File: config.mk
export PLATFORM = sky130hd
export DESIGN_NAME = hex_scan_display
export DESIGN_NICKNAME = d
export VERILOG_FILES = /design/src/rtl/hex_scan_display.sv
export SDC_FILE = /design/constraint.sdc
export NUM_CORES = 1
export LEC_CHECK = 0
export CAP_MARGIN = 15
export CORE_MARGIN = 4
export CORE_UTILIZATION = 45
export CTS_CLUSTER_DIAMETER = 40
export CTS_CLUSTER_SIZE = 25
export DETAILED_ROUTE_END_ITERATION = 12
export PLACE_DENSITY = 0.78
export SETUP_SLACK_MARGIN = 0.15
export SLEW_MARGIN = 20
export SYNTH_ARGS = -nofsm -noshare
export SYNTH_HDL_FRONTEND = slang
export SYNTH_SLANG_ARGS = --single-unit
File: constraint.sdc
create_clock -name Clk -period 4.39 [get_ports Clk]
set_input_delay 0.439 -clock Clk [delete_from_list [all_inputs] [get_ports Clk]]
set_output_delay 0.439 -clock Clk [all_outputs]
set_load 0.005 [all_outputs]
File: src/rtl/hex_scan_display.sv
// Time-multiplexed driver for a common-anode 8-digit seven-segment display, with a per-frame digit snapshot and a blanking guard between digits.
// Optional: define HEX_SCAN_LZ_BLANK_EN to suppress leading zeros (digits 7..1) in the snapshot.
module hex_scan_display #(
    parameter logic [15:0] SCAN_DIV = 16'd50000,
    parameter logic [7:0]  GUARD    = 8'd4
) (
    input  logic       Clk,
    input  logic       Rst,
    input  logic [3:0] Din0,
    input  logic [3:0] Din1,
    input  logic [3:0] Din2,
    input  logic [3:0] Din3,
    input  logic [3:0] Din4,
    input  logic [3:0] Din5,
    input  logic [3:0] Din6,
    input  logic [3:0] Din7,
    output logic [7:0] An,
    output logic [6:0] Seg,
    output logic       Frame_done
);
    localparam int unsigned SCAN_N     = 32'(SCAN_DIV);
    localparam int unsigned GUARD_N    = 32'(GUARD);
    localparam int unsigned SCAN_W     = $clog2(SCAN_N);
    localparam int unsigned GUARD_W    = $clog2(GUARD_N);
    localparam int unsigned CNT_W0     = (SCAN_W > GUARD_W) ? SCAN_W : GUARD_W;
    localparam int unsigned CNT_W      = (CNT_W0 > 1) ? CNT_W0 : 1;
    localparam int unsigned SCAN_LAST  = SCAN_N - 1;
    localparam int unsigned GUARD_LAST = (GUARD_N == 0) ? 0 : GUARD_N - 1;
    localparam bit          HAS_GUARD  = (GUARD_N != 0);

    typedef enum logic {
        ST_BLANK = 1'b0,
        ST_DRIVE = 1'b1
    } state_t;

    // With no guard the blank state does not exist, so the scan starts in DRIVE.
    localparam state_t RST_STATE = HAS_GUARD ? ST_BLANK : ST_DRIVE;

    state_t             state_q, state_d;
    logic [2:0]         idx_q, idx_d;
    logic [CNT_W-1:0]   cnt_q, cnt_d;
    logic [3:0]         din     [8];
    logic [3:0]         snap_q  [8];
    logic [3:0]         view    [8];
    logic               snap_now;
    logic [7:0]         an_d;
    logic [6:0]         seg_d;
    logic               fd_d;

    function automatic logic [6:0] hex_to_seg(input logic [3:0] h);
        case (h)
            4'h0:    return 7'h40;
            4'h1:    return 7'h79;
            4'h2:    return 7'h24;
            4'h3:    return 7'h30;
            4'h4:    return 7'h19;
            4'h5:    return 7'h12;
            4'h6:    return 7'h02;
            4'h7:    return 7'h78;
            4'h8:    return 7'h00;
            4'h9:    return 7'h10;
            4'hA:    return 7'h08;
            4'hB:    return 7'h03;
            4'hC:    return 7'h46;
            4'hD:    return 7'h21;
            4'hE:    return 7'h06;
            default: return 7'h0E;
        endcase
    endfunction

    always_comb begin
        din = '{Din0, Din1, Din2, Din3, Din4, Din5, Din6, Din7};
    end

    // First cycle of digit 0's slot; the live inputs stand in for the snapshot being captured.
    always_comb begin
        snap_now = (idx_q == 3'd0) && (cnt_q == '0) && (state_q == RST_STATE);
        for (int i = 0; i < 8; i++) begin
            view[i] = snap_now ? din[i] : snap_q[i];
        end
    end

    // State register
    always_ff @(posedge Clk or posedge Rst) begin
        if (Rst) begin
            state_q <= RST_STATE;
            idx_q   <= 3'd0;
            cnt_q   <= '0;
        end else begin
            state_q <= state_d;
            idx_q   <= idx_d;
            cnt_q   <= cnt_d;
        end
    end

    // Next-state logic
    always_comb begin
        state_d = state_q;
        idx_d   = idx_q;
        cnt_d   = cnt_q + CNT_W'(1);
        if (state_q == ST_BLANK) begin
            if (cnt_q == CNT_W'(GUARD_LAST)) begin
                state_d = ST_DRIVE;
                cnt_d   = '0;
            end
        end else begin
            if (cnt_q == CNT_W'(SCAN_LAST)) begin
                state_d = HAS_GUARD ? ST_BLANK : ST_DRIVE;
                idx_d   = idx_q + 3'd1;
                cnt_d   = '0;
            end
        end
    end

`ifdef HEX_SCAN_LZ_BLANK_EN
    logic [7:0] lz_blank;

    // Digit i is a leading zero when it and every higher digit are zero; digit 0 always shows.
    always_comb begin
        lz_blank    = 8'h00;
        lz_blank[7] = (view[7] == 4'h0);
        for (int i = 6; i >= 1; i--) begin
            lz_blank[i] = lz_blank[i+1] && (view[i] == 4'h0);
        end
    end
`endif

    // Output logic, registered below
    always_comb begin
        an_d  = 8'hFF;
        seg_d = 7'h7F;
        fd_d  = 1'b0;
        if (state_q == ST_DRIVE) begin
            an_d  = ~(8'h01 << idx_q);
            seg_d = hex_to_seg(view[idx_q]);
            fd_d  = (idx_q == 3'd7) && (cnt_q == CNT_W'(SCAN_LAST));
`ifdef HEX_SCAN_LZ_BLANK_EN
            if (lz_blank[idx_q]) begin
                an_d  = 8'hFF;
                seg_d = 7'h7F;
            end
`endif
        end
    end

    always_ff @(posedge Clk or posedge Rst) begin
        if (Rst) begin
            An         <= 8'hFF;
            Seg        <= 7'h7F;
            Frame_done <= 1'b0;
        end else begin
            An         <= an_d;
            Seg        <= seg_d;
            Frame_done <= fd_d;
        end
    end

    always_ff @(posedge Clk or posedge Rst) begin
        if (Rst) begin
            snap_q <= '{default: 4'h0};
        end else if (snap_now) begin
            for (int i = 0; i < 8; i++) begin
                snap_q[i] <= din[i];
            end
        end
    end

endmodule
==> results.md <==
- Relative slew slack: 48.9%
- First drt pass iteration count: 5
- Port bufs: 49
- Most frequent CP cell: inv_1
- Core Util, Final: 54.0%
- GRT overflow: 0
- Post-synth top area cell: dfrtp_1
- WL per Instance: 15.1 um
- Critical Path Start Type: register
- Syn_area_per_cell: slightly above 10 um^2
- Final net count: around 460
- Most frequent cells in the layout: nand2_1 (81), dfrtp_1 (53), clkdlybuf4s50_1 (49)
- Slowest-stage cell, CP: and3_1
- GRT Total Usage: 16.5%
- Mapped Nets: between 400 and 500
- Multi-input logic area: 1860 um^2
- Actual slew at the worst max-slew pin: 0.765 ns
- Clk_skew: 0.0100 ns
- Final HPWL DP: roughly 5700 um
- CTS H-tree depth: 3
- Critical path type: reg2reg
- Largest net degree at the start of global routing: 37
- CTS max path bufs: 2
- Clock insertion delay at the later pin of the skew report: 0.34 ns
- Fillers: 727
- Critical Path Fanout Max: 16
- First DRT Iteration DRCs: 210
- Routability cong.: 0.895
- Post-synth ARST share: 100%
- Peak VDD IR: 0.153 mV
- Max stage delay on crit path: 0.55 ns
- Peak Freq: roughly 0.29 GHz
- Crit path DAT: around 3.7 ns
- Fin crit share: between 70 and 80%
- CP delay by family, top: simple AND/OR/NAND/NOR gates
- Setup violators final: 0
- CP Launch Point: idx_q[1]$_DFFE_PP0P_
- Main flop type after synthesis: dfrtp_1
- Layout cell share with drive strength beyond 1: 19.6%
- RSZ-0062 raised after global routing: false
- Antenna diodes: 0
- Static Leak: roughly 1.9 nW
- HP Start: cnt_q[0]$_DFF_PP0_
- Initial Utilization: 46.3%
- Row count: 33
- WP buf/inv: 3
- Register area: 1720 um^2
- Post-DRT Antenna Nets: 0
- Synth top area share: 34.7%
- Clk sink count: ~70
- Shortest period the worst path allows: approximately 3.5 ns
- Endpoints failing hold: 0
- CTS tree: done
- Worst setup EP type: register
- YS warnings: 0
- Most common cell after layout, fill and taps aside: nand2_1
- Vias in the first global route: 2859
- Synth area leaders: dfrtp_1 (35%), dfstp_2 (10%), mux2_2 (9.7%), nand2_1 (7.9%), ha_1 (4.6%)
- Synth-to-layout area growth: 16.7%
- Pwr Density: 284 nW/um^2
- Sequential area share after synthesis: 45.0%
- Die W: 100 um
- Clock root cell: clkbuf_8
- Reg2reg start: idx_q[1]$_DFFE_PP0P_
- Outcome: complete, no violations
- Final wirelength: 7940 um
- Via-to-Cell Ratio: 5.42
- Synth Cell Area: 3820 um^2
- Syn Inst Count: 371
- Number of synthesized flops with an enable pin: 0
- Register bit count reported by yosys: between 60 and 70
- Die area: 10000 um^2
- Fin. max-slew vios: 0
- Yosys cell types: 45
- IO Count: 50
- CTS resizes: 0
- Core footprint: 8260 um^2
- Critical path required time: 4.62 ns
- Cell Chain, Critical Path: inv_1 > ha_1 > and3_1 > a22oi_1 > o21ai_0 > and4_1 > inv_1 > ha_1 > inv_1 > a41oi_1 > a2111oi_2 > a41oi_1
- Remaining DRCs: 0
- Setup TNS: 0 ns
- Num CTS Buffers: 9
- Max Cap Violations: 0
- First-pass GRT wire length: 13300 um
- HP Class: reg2reg
- Reg clk slew, reported paths: 0.07 ns
- # hold bufs at CTS: 0
- Via count: approximately 2.8k
- Initial antenna violation count: 0
- Die height: about 100 um
- Post-CTS setup buffer count: 0
-- flip-flops by register name, summed over array words and instances, names as in the netlist --
register,cells
snap_q,32
cnt_q,16
An,8
Seg,7
idx_q,3
Frame_done,1
state_q,1
-- final cells by class --
type                       instances  share of cell area [%]
inverter                          11                   0.925
sequential                        68                    38.5
multi-input combinational        271                    41.8
tap                              105                    2.94
clock buffer                      12                    3.03
timing repair buffer              53                    11.7
clock inverter                     4                    1.12
-- logic make-up after synthesis --
| kind of cell | after synthesis | share of synthesized area [%] |
|---|---|---|
| buffers and inverters | 32 | 6.35 |
| xor gates and xnor gates | 15 | 3.43 |
| adders and majority gates | 14 | 4.58 |
| muxes | 37 | 10.9 |
| DFF | 68 | 45.0 |
| AOI/OAI and AO/OA | 60 | 11.7 |
| and+or+nand+nor | 145 | 18.0 |
-- where the power goes --
group          switching (W)  leakage (nW)  internal [W]
Combinational      0.0000481         0.965     0.0000639
Clock               0.000231        0.0866      0.000262
Sequential        0.00000921         0.799      0.000651
-- stage by stage --
step / std cells / hold slack [ns] / total power [W] / setup slack, ns / area (um^2)
floorplan: 371 / 0.455 / 0.000726 / 1.22 / 3820
global placement: 508 / 0.472 / 0.000782 / 1.14 / 4280
detailed placement: 508 / 0.483 / 0.000785 / 0.921 / 4280
CTS: 524 / 0.493 / 0.00128 / 0.904 / 4460
global route: 524 / 0.516 / 0.00131 / 0.500 / 4460
finish: 524 / 0.492 / 0.00127 / 0.892 / 4460
-- synth_stat cells (2+ instances only) --
library cell / instances
nor4_2: 2
a31oi_1: 2
and3_1: 3
mux2_2: 33
nor4_1: 2
buf_6: 4
and4_1: 4
xnor2_1: 6
xor2_1: 9
clkbuf_1: 4
nand2_1: 81
nand3_1: 17
and4_2: 2
ha_1: 14
nor2_1: 22
clkbuf_8: 7
dfstp_2: 15
nor3_1: 3
dfrtp_1: 53
o211ai_1: 4
o21ai_0: 14
inv_1: 10
mux2i_1: 3
nand4_2: 2
buf_2: 5
a22oi_1: 16
a211oi_1: 15
a41oi_1: 2
-- worst paths after layout --
kind                                          endpoint  slack, ns  cells after the start
min in group asynchronous       snap_q[16]$_DFFE_PP0N_       0.56                      2
worst max register to register        Seg[0]$_DFF_PP1_       0.89                     12
worst min-delay path                cnt_q[0]$_DFF_PP0_       0.49                      1
worst min register to register      cnt_q[0]$_DFF_PP0_       0.49                      1
worst max-delay path                  Seg[0]$_DFF_PP1_       0.89                     12
max in group asynchronous             Seg[2]$_DFF_PP1_       2.90                      3
-- layer usage --
layer / GRT usage (%) / share of wire (%) / vias up
met4: 5.91 / 1.2 / 0
met5: 0 / 0 / -
met3: 3.96 / 6.2 / 10
met1: 22.2 / 45 / 1352
met2: 26.1 / 48 / 94
li1: - / - / 1384
Note: power is estimated with default switching activity, not from simulation.
